**src/rtl/player_control.sv**
```systemverilog
// Paddle position generator for two players.
// Buttons and vsync are synchronised; both paddles advance once per frame.
module player_control #(
    parameter int POS_MIN      = 0,
    parameter int POS_MAX      = 416,
    parameter int POS_RESET    = 208,
    parameter int SPEED_MIN    = 2,
    parameter int SPEED_MAX    = 8,
    parameter int ACCEL_FRAMES = 4
) (
    input  logic       px_clk,
    input  logic       reset,
    input  logic       vsync,
    input  logic       btn_up1,
    input  logic       btn_dn1,
    input  logic       btn_up2,
    input  logic       btn_dn2,
    output logic [9:0] pos_ply1,
    output logic [9:0] pos_ply2,
    output logic       frame_tick
);

    typedef enum logic [1:0] {
        IDLE,
        MOVE_UP,
        MOVE_DOWN
    } state_t;

    localparam logic signed [10:0] PMIN   = 11'(POS_MIN);
    localparam logic signed [10:0] PMAX   = 11'(POS_MAX);
    localparam logic [9:0]         PRST   = 10'(POS_RESET);
    localparam logic [3:0]         SMIN   = 4'(SPEED_MIN);
    localparam logic [3:0]         SMAX   = 4'(SPEED_MAX);
    localparam logic [8:0]         ACCEL  = 9'(ACCEL_FRAMES);

    logic       vs_s1, vs_s2, vs_s3;
    logic [1:0] fill;
    logic [1:0] up_s1, up_s2, dn_s1, dn_s2;

    // s3 holds its reset value until s2 carries a real sample, so a vsync
    // that is already high when reset is released never produces a tick.
    always_ff @(posedge px_clk) begin
        if (reset) begin
            vs_s1 <= 1'b0;
            vs_s2 <= 1'b0;
            vs_s3 <= 1'b1;
            fill  <= 2'b00;
            up_s1 <= 2'b00;
            up_s2 <= 2'b00;
            dn_s1 <= 2'b00;
            dn_s2 <= 2'b00;
        end else begin
            vs_s1 <= vsync;
            vs_s2 <= vs_s1;
            fill  <= {fill[0], 1'b1};
            if (fill[1]) vs_s3 <= vs_s2;
            up_s1 <= {btn_up2, btn_up1};
            up_s2 <= up_s1;
            dn_s1 <= {btn_dn2, btn_dn1};
            dn_s2 <= dn_s1;
        end
    end

    assign frame_tick = vs_s2 & ~vs_s3;

    state_t                st      [2];
    logic [9:0]            pos     [2];
    logic [3:0]            spd     [2];
    logic [7:0]            cnt     [2];

    state_t                req     [2];
    logic                  fresh   [2];
    logic [3:0]            spd_use [2];
    logic [8:0]            cnt_inc [2];
    logic signed [10:0]    raw     [2];
    logic [9:0]            pos_nxt [2];
    logic [3:0]            spd_nxt [2];
    logic [7:0]            cnt_nxt [2];

    always_comb begin
        for (int i = 0; i < 2; i++) begin
            req[i] = IDLE;
            if (up_s2[i] && !dn_s2[i])      req[i] = MOVE_UP;
            else if (dn_s2[i] && !up_s2[i]) req[i] = MOVE_DOWN;

            // A new direction restarts the ramp and counts as its first frame.
            fresh[i]   = (req[i] != st[i]);
            spd_use[i] = fresh[i] ? SMIN : spd[i];
            cnt_inc[i] = (fresh[i] ? 9'd0 : {1'b0, cnt[i]}) + 9'd1;

            if (req[i] == MOVE_UP)
                raw[i] = signed'({1'b0, pos[i]}) - signed'({7'b0, spd_use[i]});
            else
                raw[i] = signed'({1'b0, pos[i]}) + signed'({7'b0, spd_use[i]});

            pos_nxt[i] = raw[i][9:0];
            if (raw[i] < PMIN)      pos_nxt[i] = PMIN[9:0];
            else if (raw[i] > PMAX) pos_nxt[i] = PMAX[9:0];

            spd_nxt[i] = spd_use[i];
            cnt_nxt[i] = cnt_inc[i][7:0];
            if (cnt_inc[i] == ACCEL) begin
                cnt_nxt[i] = 8'd0;
                if (spd_use[i] < SMAX) spd_nxt[i] = spd_use[i] + 4'd1;
            end
        end
    end

    always_ff @(posedge px_clk) begin
        if (reset) begin
            for (int i = 0; i < 2; i++) begin
                st[i]  <= IDLE;
                pos[i] <= PRST;
                spd[i] <= SMIN;
                cnt[i] <= 8'd0;
            end
        end else if (frame_tick) begin
            for (int i = 0; i < 2; i++) begin
                st[i] <= req[i];
                if (req[i] == IDLE) begin
                    spd[i] <= SMIN;
                    cnt[i] <= 8'd0;
                end else begin
                    pos[i] <= pos_nxt[i];
                    spd[i] <= spd_nxt[i];
                    cnt[i] <= cnt_nxt[i];
                end
            end
        end
    end

    assign pos_ply1 = pos[0];
    assign pos_ply2 = pos[1];

endmodule

```
**config.mk**
```make
export PLATFORM = sky130hd
export DESIGN_NAME = player_control
export DESIGN_NICKNAME = d
export VERILOG_FILES = /design/src/rtl/player_control.sv
export SDC_FILE = /design/constraint.sdc
export NUM_CORES = 1
export LEC_CHECK = 0
export BUFFER_PORTS_ARGS = -buffer_cell sky130_fd_sc_hd__buf_2
export CAP_MARGIN = 20
export CORE_ASPECT_RATIO = 1.4
export CORE_MARGIN = 2
export CORE_UTILIZATION = 45
export CTS_BUF_LIST = sky130_fd_sc_hd__clkbuf_8
export CTS_CLUSTER_SIZE = 40
export DETAILED_ROUTE_END_ITERATION = 8
export PLACE_DENSITY = 0.72
export SLEW_MARGIN = 40
export SYNTH_ARGS = -nofsm -noshare
export SYNTH_HDL_FRONTEND = slang
export SYNTH_SLANG_ARGS = --single-unit
```
**constraint.sdc**
```tcl
create_clock -name px_clk -period 6.74 [get_ports px_clk]
set_clock_uncertainty 0.1 [all_clocks]
set_input_delay 0.674 -clock px_clk [delete_from_list [all_inputs] [get_ports px_clk]]
set_output_delay 0.674 -clock px_clk [all_outputs]
set_load 0.02 [all_outputs]
```
==> run metrics, run 1 <==
status=completed; Inserted Clock Buffers=9; detailed-route via count=between 3000 and 4000; Starting DRT DRC Count=215; setup TNS=0 ps; Final Cycle Share=0.692; RePlAce Congestion=a little over 0.9; Post-DP Area=4400 sq um; Max Cap Viol=0; commonest non-fill, non-tap cell in the layout=edfxtp_1; Syn Inst Count=430; # clock sinks=61; Hold Buf Count CTS=0; final non-filler cell total=576; final setup fails=0; Least-Margin Pin Slew=~760 ps; clock latency on the worst-skew pair=340 ps; final hold violation count=0; Die W=between 80 and 90 um; Routed WL=about 8700 um; CTS clk-pin slew, worst paths=70 ps; unrepaired setup endpoints after global routing=false; largest net degree at the start of global routing=19; first-pass GRT wire length=approximately 15000 um; Tmin final=between 4000 and 5000 ps; maximum operating frequency=around 210 MHz; Ports=28; Syn Area/Cell=between 9 and 10 sq um; vias per cell=5.82; Area growth syn-to-layout=11.7%; CP Class=reg -> reg; placed cell count=560; DIE AREA=~10000 sq um; worst vdd ir=approximately 140 uV; Worst Path Arrival=4690 ps; Die Ht=about 120 um; Max-slew headroom=0.488; row count=41; CTS tree=done; Final Net Count=about 510; Max Root-Sink Buffers=2; Post-synth EDFFs=48; crit path max fanout=10; post-CTS setup buffers=0; vias in the first global route=3288; share of cells above drive strength 1=0.107; fin. max-slew vios=0; GRT Total Usage=0.178; final worst slack=2080 ps; most frequent cells in the layout=48 x edfxtp_1, 35 x nand2_1, 34 x ha_1, 32 x nor2_1; Static Leak=approximately 1.8 nW; final core occ=0.516; Setup crit end kind=register; core box area=between 8000 and 9000 sq um; DRT Pass-1 Iters=5; global route overflow=0; # port buffers=27; total power draw=around 960 uW; worst slack, placed=between 2000 and 2500 ps; DPL Wire Length=between 6000 and 7000 um; Yosys cell types=between 50 and 60; H-tree depth=3; Async SR Flop Fraction=0; Initial Utilization=0.462; Post-synth top flop=edfxtp_1; CP required=roughly 6800 ps; root buf cell=clkbuf_8; Hold Crit Class=reg -> reg; synthesized flop and latch total=61; pwr dens=207 nW/um^2; ANT cells=0; final instance area=between 4000 and 5000 sq um; antenna violations before repair=0; Syn. warnings=0; DRC Markers=0; Final ANT Viol Nets=0; Hold WS=roughly 340 ps; Startpoint Class=register; post-synthesis cell area=between 4000 and 5000 sq um; Seq/Total Area, Yosys=0.410; CTS resizes=0; WL/cell=roughly 15 um
[cells in the mapped netlist (2+ instances only)]
master	count	area (sq um)
a211o_1	3	26.3
a211oi_1	5	37.5
a21o_1	7	52.6
a21oi_1	21	105
a311oi_1	2	17.5
a31oi_1	2	12.5
and2_1	3	18.8
and3_1	10	62.6
and4_1	2	17.5
buf_2	3	15.0
clkbuf_1	3	11.3
dfxtp_1	13	260
edfxtp_1	48	1440
fa_1	2	40.0
ha_1	34	425
inv_1	25	93.8
mux2i_1	4	40.0
nand2_1	35	131
nand2b_1	6	37.5
nand3_1	9	45.0
nand4_1	5	31.3
nor2_1	32	120
nor2b_1	19	119
nor3_1	23	115
nor3b_1	2	15.0
nor4_1	6	37.5
o211ai_1	3	22.5
o21a_1	7	52.6
o21ai_0	18	90.1
o21ai_1	3	15.0
o221ai_1	2	17.5
o31a_1	2	17.5
o31ai_1	4	30.0
o41ai_1	3	26.3
or2_2	4	25.0
or3_1	3	18.8
xnor2_1	22	193
xor2_1	15	131
[where the power goes]
group	leakage (nW)	switching, mW	internal, mW
Sequential	0.575	0.0110	0.419
Combinational	1.15	0.0900	0.0567
Clock	0.123	0.140	0.241
[final timing paths]
kind	startpoint	endpoint	slack (ps)	cells after the start
worst max-delay path	up_s2[1]	pos[0][15]	2080	16
worst min-delay path	up_s1[0]	up_s2[0]	340	1
worst max register to register	up_s2[1]	pos[0][15]	2080	16
worst min register to register	up_s1[0]	up_s2[0]	340	1
[flip-flops by register name, summed over array words and instances (netlist names)]
| register | count |
|---|---|
| pos | 20 |
| vs_s3 | 1 |
| st | 4 |
| vs_s2 | 1 |
| vs_s1 | 1 |
| dn_s1 | 2 |
| dn_s2 | 2 |
| fill | 2 |
| up_s1 | 2 |
| cnt | 16 |
| up_s2 | 2 |
| spd | 8 |
[worst max-delay path, cell delays in order, from the launching register on]
cell and delay (ps):
dfxtp_1 340, inv_1 50, ha_1 210, xnor2_1 480
and2_1 420, nand2b_1 220, inv_1 100, ha_1 240
mux2i_1 240, ha_1 280, nor2b_1 160, o31a_1 320
nor3_1 190, o21ai_0 130, xor2_1 490, inv_1 150
a311oi_1 330
[per-layer routing]
layer | GRT usage | routed length (um) | vias to the layer above | part of all wire
li1 | - | - | 1657 | -
met1 | 0.206 | 3690 | 1582 | 0.42
met2 | 0.304 | 4380 | 86 | 0.50
met3 | 0.0344 | 354 | 26 | 0.041
met4 | 0.100 | 284 | 0 | 0.033
met5 | 0 | 0 | - | 0
[kinds of logic (layout without fill, tap and decap cells)]
| kind of cell | count (synthesis) | after routing | share of synthesized area |
|---|---|---|---|
| other | 1 | 2 | 0.000904 |
| AOI/OAI and AO/OA | 95 | 95 | 0.154 |
| xor gates and xnor gates | 37 | 37 | 0.0782 |
| buffers and inverters | 31 | 69 | 0.0290 |
| muxes | 4 | 4 | 0.00966 |
| adders and majority gates | 36 | 36 | 0.112 |
| DFF | 61 | 61 | 0.410 |
| and+or+nand+nor | 165 | 165 | 0.206 |
[final cells by class]
class                   count  area, sq um
clock buffers               9          124
clock inverters             7          106
fillers                   785         4350
inverters                  25         93.8
multi-input cells         339         2330
flip-flops and latches     61         1700
well taps                 107          134
repair buffers             28          143
No activity file was read; power rests on OpenSTA's default activity.
==> run 2, diff against run 1 <==
--- a/config.mk
+++ b/config.mk
@@ -5,6 +5,7 @@
 export SDC_FILE = /design/constraint.sdc
 export NUM_CORES = 1
 export LEC_CHECK = 0
+export ABC_AREA = 1
 export BUFFER_PORTS_ARGS = -buffer_cell sky130_fd_sc_hd__buf_2
 export CAP_MARGIN = 20
 export CORE_ASPECT_RATIO = 1.4
==> constraint.sdc (replaced) <==
create_clock -name px_clk -period 4.78 [get_ports px_clk]
set_clock_uncertainty 0.1 [all_clocks]
set_input_delay 0.478 -clock px_clk [delete_from_list [all_inputs] [get_ports px_clk]]
set_output_delay 0.478 -clock px_clk [all_outputs]
set_load 0.02 [all_outputs]
==> run 2 against run 1 <==
Against the previous run:
- sequential power increased by 40%
- final cell count increased by 36%
- clock power increased by 28%
- largest power group unchanged
- global-route usage increased by 1.1 points
- critical path type unchanged
- worst setup slack got worse by 1500 ps
- register-to-register slack got worse by 1500 ps
- critical path depth increased by 4
- sequential cell count unchanged
- wire length increased by 8.9%
==> run metrics, run 2 <==
Syn Inst Count=roughly 610; Synth top area share=0.318; Die W=88.8 um; Seq/Total Area, Yosys=0.375; WL/cell=12.1 um; final hold violation count=0; DPL Wire Length=~7400 um; Clk pwr share=0.371; synthesized flop and latch total=61; vias in the first global route=between 3000 and 4000; Syn Area/Cell=roughly 7.4 sq um; GRT Total Usage=0.190; Yosys cell types=33; Sw Ratio=0.276; Initial Utilization=0.461; CTS tree=done; Top Registers=pos x20, cnt x16, spd x8; unrepaired setup endpoints after global routing=false; Post-synth EDFFs=48; worst vdd ir=180 uV; Syn. warnings=0; Startpoint Class=register; max incr delay on CP=approximately 430 ps; most frequent CP cell=nand2_1; status=completed; Post-synth top flop=edfxtp_1; most common cell in the netlist=nand2_1; # port buffers=27; commonest non-fill, non-tap cell in the layout=nand2_1; Max Cap Viol=0; Tmin final=around 4200 ps; # clock sinks=61; global route overflow=0; ANT cells=0; Post-DP Area=~4800 sq um; Synth area leaders=edfxtp_1 32%, nand2_1 13%, ha_1 9.4%, inv_1 9.2%, nand3_1 6.4%; row count=between 40 and 50; Hold Buf Count CTS=0; Comb pwr share=0.168; Worst Path Arrival=between 4000 and 5000 ps; Final ANT Viol Nets=0; setup TNS=0 ps; cell-internal power=around 950 uW; detailed-route via count=approximately 3900; Starting DRT DRC Count=160; CP required=around 4800 ps; Least-Margin Pin Slew=622 ps; final non-filler cell total=about 790; Final Cycle Share=0.889; RePlAce Congestion=roughly 0.92; Area growth syn-to-layout=10.9%; Static Leak=approximately 2.5 nW; fin. max-slew vios=0; largest net degree at the start of global routing=29; Hold Crit Class=in -> reg; H-tree depth=3; slowest CP cell=fa_1; Ports=28; final core occ=0.511; DRT Pass-1 Iters=5; Async SR Flop Fraction=0; crit path max fanout=7; CTS resizes=0; final setup fails=0; sequential share of power=0.461; Hold WS=237 ps; Max-slew headroom=0.580; DIE AREA=roughly 11000 sq um; Synth top cells by count=155 x nand2_1, 111 x inv_1, 70 x nor2_1, 58 x nand3_1, 48 x edfxtp_1; placed cell count=between 700 and 800; clock latency on the worst-skew pair=340 ps; Routed WL=approximately 9500 um; final instance area=just over 5000 sq um; max reg flops=20; Max Root-Sink Buffers=2; CP Class=reg -> reg; CP Cell Sequence=inv_1 -> ha_1 -> xnor2_1 -> nand2_1 -> nor2_1 -> inv_1 -> ha_1 -> o21ai_0 -> inv_1 -> fa_1 -> inv_1 -> nand3_1 -> nand2_1 -> a21oi_1 -> xor2_1 -> nand2_1 -> nand3_1 -> nand2_1 -> o21ai_0 -> nand2_1; Final Net Count=around 690; antenna violations before repair=0; post-synthesis cell area=4530 sq um; post-CTS setup buffers=0; Setup crit end kind=register; Biggest register=pos; Die Ht=between 100 and 150 um; root buf cell=clkbuf_8; P_sw=362 uW; pwr dens=261 nW/um^2; core box area=about 9800 sq um; first-pass GRT wire length=16100 um; maximum operating frequency=approximately 240 MHz; DRC Markers=0; Inserted Clock Buffers=9; share of cells above drive strength 1=0.108; most frequent cells in the layout=155 x nand2_1, 112 x inv_1, 70 x nor2_1, 58 x nand3_1, 48 x edfxtp_1; CTS clk-pin slew, worst paths=~60 ps; dominant cell type by area after synthesis=edfxtp_1; vias per cell=about 4.9
## run 2: power groups by stage
stage | Clock, mW | Sequential (mW) | Combinational (mW)
after floorplan | 0 | 0.618 | 0.169
after global placement | 0 | 0.615 | 0.215
after detailed placement | 0 | 0.615 | 0.219
after CTS | 0.500 | 0.604 | 0.221
after global routing | 0.518 | 0.606 | 0.253
final | 0.487 | 0.604 | 0.220
## run 2: area by class of cell
cell class	instances	area, sq um
well taps	135	169
inverters	115	432
fillers	938	4820
repair buffers	28	143
clock inverters	7	81.3
clock buffers	9	124
flip-flops and latches	61	1700
multi-input cells	431	2380
## run 2: final timing paths
check                start   endpoint  slack [ps]  cells past startpoint
setup / recovery  dn_s2[0]  pos[0][7]         530                     20
hold / removal     btn_dn1   dn_s1[0]         240                      3
setup reg to reg  dn_s2[0]  pos[0][7]         530                     20
hold reg to reg   dn_s1[1]   dn_s2[1]         310                      2
## run 2: routing by layer
metal  global-route usage  share of wire
met1                0.211           0.42
met2                0.335           0.52
met3               0.0343          0.031
met4                0.100          0.037
met5                    0              0
## run 2: cells by family (layout without fill, tap and decap cells)
group,Yosys count,count (layout),synth area share
simple gates,328,328,0.327
buf+inv,118,159,0.101
flops,61,61,0.375
compound gates,45,45,0.0544
fa+ha+maj,36,36,0.103
xor+xnor,20,20,0.0386
other cells,1,2,0.000827
## run 2: through the flow
| step | power, mW | worst slack (ps) |
|---|---|---|
| floorplan | 0.787 | 1170 |
| global route | 1.38 | 34.3 |
| CTS | 1.32 | 499 |
| finish | 1.31 | 531 |
| detailed placement | 0.834 | 563 |
| global placement | 0.830 | 626 |
## run 2: worst max-delay path, delay by kind of cell, from the launching register on
family	cells	cell delay [ps]
DFF	1	330
and+or+nand+nor	8	1090
adders and majority gates	3	1000
buffers and inverters	4	350
xor gates and xnor gates	2	550
AOI/OAI and AO/OA	3	550
==> run 3, diff against run 2 <==
--- a/config.mk
+++ b/config.mk
@@ -8,13 +8,15 @@
 export ABC_AREA = 1
 export BUFFER_PORTS_ARGS = -buffer_cell sky130_fd_sc_hd__buf_2
 export CAP_MARGIN = 20
+export CELL_PAD_IN_SITES_DETAIL_PLACEMENT = 1
+export CELL_PAD_IN_SITES_GLOBAL_PLACEMENT = 2
 export CORE_ASPECT_RATIO = 1.4
 export CORE_MARGIN = 2
-export CORE_UTILIZATION = 45
+export CORE_UTILIZATION = 37
 export CTS_BUF_LIST = sky130_fd_sc_hd__clkbuf_8
 export CTS_CLUSTER_SIZE = 40
 export DETAILED_ROUTE_END_ITERATION = 8
-export PLACE_DENSITY = 0.72
+export PLACE_DENSITY = 0.92
 export SLEW_MARGIN = 40
 export SYNTH_ARGS = -nofsm -noshare
 export SYNTH_HDL_FRONTEND = slang
==> run 3 against run 2 <==
Against the previous run:
- non-clock buffer count increased by 2
- die area increased by 21%
- maximum frequency fell by 0.13%
- sequential cell count unchanged
- design area barely moved
- wire length up 22%
- combinational power is 5% higher
- critical endpoint unchanged
- largest power group unchanged
==> run metrics, run 3 (same netlist as run 2, synthesis figures left out) <==
Hold Buf Count CTS=0; first-pass GRT wire length=around 20000 um; Setup crit end kind=register; antenna violations before repair=0; Sw Ratio=0.308; DRT Pass-1 Iters=4; Comb pwr share=0.187; clock latency on the worst-skew pair=between 300 and 400 ps; pwr dens=between 200 and 250 nW/um^2; Hold WS=265 ps; detailed-route via count=roughly 4000; P_sw=384 uW; DRC Markers=0; Final Net Count=691; r2r worst-path depth=22; CTS tree=done; cell-internal power=between 800 and 900 uW; Startpoint Class=register; Biggest register=pos; Final Cycle Share=0.890; core box area=roughly 12000 sq um; hold path cells=3; Final ANT Viol Nets=0; H-tree depth=3; final setup fails=0; most frequent cells in the layout=155 x nand2_1, 113 x inv_1, 70 x nor2_1, 58 x nand3_1, 48 x edfxtp_1; # clock sinks=61; maximum operating frequency=roughly 240 MHz; max reg flops=20; Max Cap Viol=0; vias per cell=5.02; Top Registers=pos x20, cnt x16, spd x8; largest net degree at the start of global routing=29; CTS clk-pin slew, worst paths=about 70 ps; RePlAce Congestion=around 0.86; share of cells above drive strength 1=0.113; fin. max-slew vios=0; CP Class=reg -> reg; sequential share of power=0.485; Inserted Clock Buffers=9; CP required=4760 ps; GRT Total Usage=0.183; global route overflow=0; Die W=97.6 um; Area growth syn-to-layout=11.0%; DIE AREA=between 10000 and 15000 sq um; setup TNS=0 ps; Hold Crit Class=in -> reg; Max-slew headroom=0.625; final hold violation count=0; Static Leak=between 2 and 2.5 nW; crit path max fanout=7; status=completed; Least-Margin Pin Slew=between 500 and 600 ps; # port buffers=27; WL/cell=roughly 14 um; unrepaired setup endpoints after global routing=false; root buf cell=clkbuf_8; Starting DRT DRC Count=around 100; Initial Utilization=0.382; vias in the first global route=about 4300; commonest non-fill, non-tap cell in the layout=nand2_1; Ports=28; Routed WL=~12000 um; worst vdd ir=131 uV; row count=47; ANT cells=0; Fill cells=1523; Worst Path Arrival=approximately 4200 ps; Clk pwr share=0.328; Max Root-Sink Buffers=2; Die Ht=about 130 um; Tmin final=around 4300 ps; DPL Wire Length=roughly 9500 um
## run 3: changes by cell type in the layout (fill, tap and decap cells not counted), sizes merged
cell and change:
clkinvlp +2, clkbuf +1, clkinv -2, inv +1, bufinv -2, buf +2
## run 3: power groups by stage
stage                     sequential (mW)  combinational, mW  clock (mW)
final                               0.604              0.232       0.408
after global routing                0.606              0.264       0.444
after CTS                           0.604              0.234       0.419
after detailed placement            0.616              0.233           0
after global placement              0.615              0.223           0
after floorplan                     0.618              0.169           0
## run 3: worst max-delay path: stages (launching register included)
cell and delay, ps:
dfxtp_1 340, inv_1 40, ha_1 290, xnor2_2 290, nand2_1 190, nor2_1 360
inv_1 110, ha_1 320, o21ai_0 280, inv_1 100, fa_1 430, inv_1 70
nand3_1 80, nand2_1 120, nand2_1 60, nand2_1 100, nand3_1 110, nand2_1 80
nand2_1 50, nand3_1 110, nand2_1 120, o21ai_0 180, nand2_1 60
## run 3: metrics by stage
stage / area [sq um] / worst slack, ps / power [mW] / instances / utilization
6_report: 5030 / 525 / 1.24 / 800 / 0.424
3_5_place_dp: 4850 / 379 / 0.849 / 784 / 0.409
2_1_floorplan: 4540 / 1170 / 0.787 / 610 / -
5_1_grt: 5030 / 129 / 1.31 / 800 / 0.424
4_1_cts: 5020 / 345 / 1.26 / 800 / 0.423
3_3_place_gp: 4850 / 508 / 0.838 / 784 / 0.409
## run 3: metal layers
metal	global-route usage	vias to the layer above	part of all wire
met1	0.202	1935	0.42
li1	-	2021	-
met4	0.0602	0	0.016
met5	0	-	0
met3	0.0300	15	0.022
met2	0.355	48	0.54
## run 3: cell type report
cell class | count | area [sq um] | area share
clock buffer | 10 | 138 | 0.0274
inverter | 115 | 432 | 0.0858
sequential | 61 | 1700 | 0.338
clock inverter | 6 | 32.5 | 0.00647
tap | 147 | 184 | 0.0366
timing repair buffer | 30 | 158 | 0.0313
multi-input combinational | 431 | 2390 | 0.474
## run 3: path summary, 6_finish.rpt
check / start / slack (ps) / to
max: dn_s2[0] / 530 / pos[0][7]
min: btn_up1 / 260 / up_s1[0]
max reg2reg: dn_s2[0] / 530 / pos[0][7]
min reg2reg: fill[0] / 310 / fill[1]
## run 3: timing repair
item,CTS,global route
setup endpoints to repair,0,1
resized for setup,0,1
buffers inserted,0,0
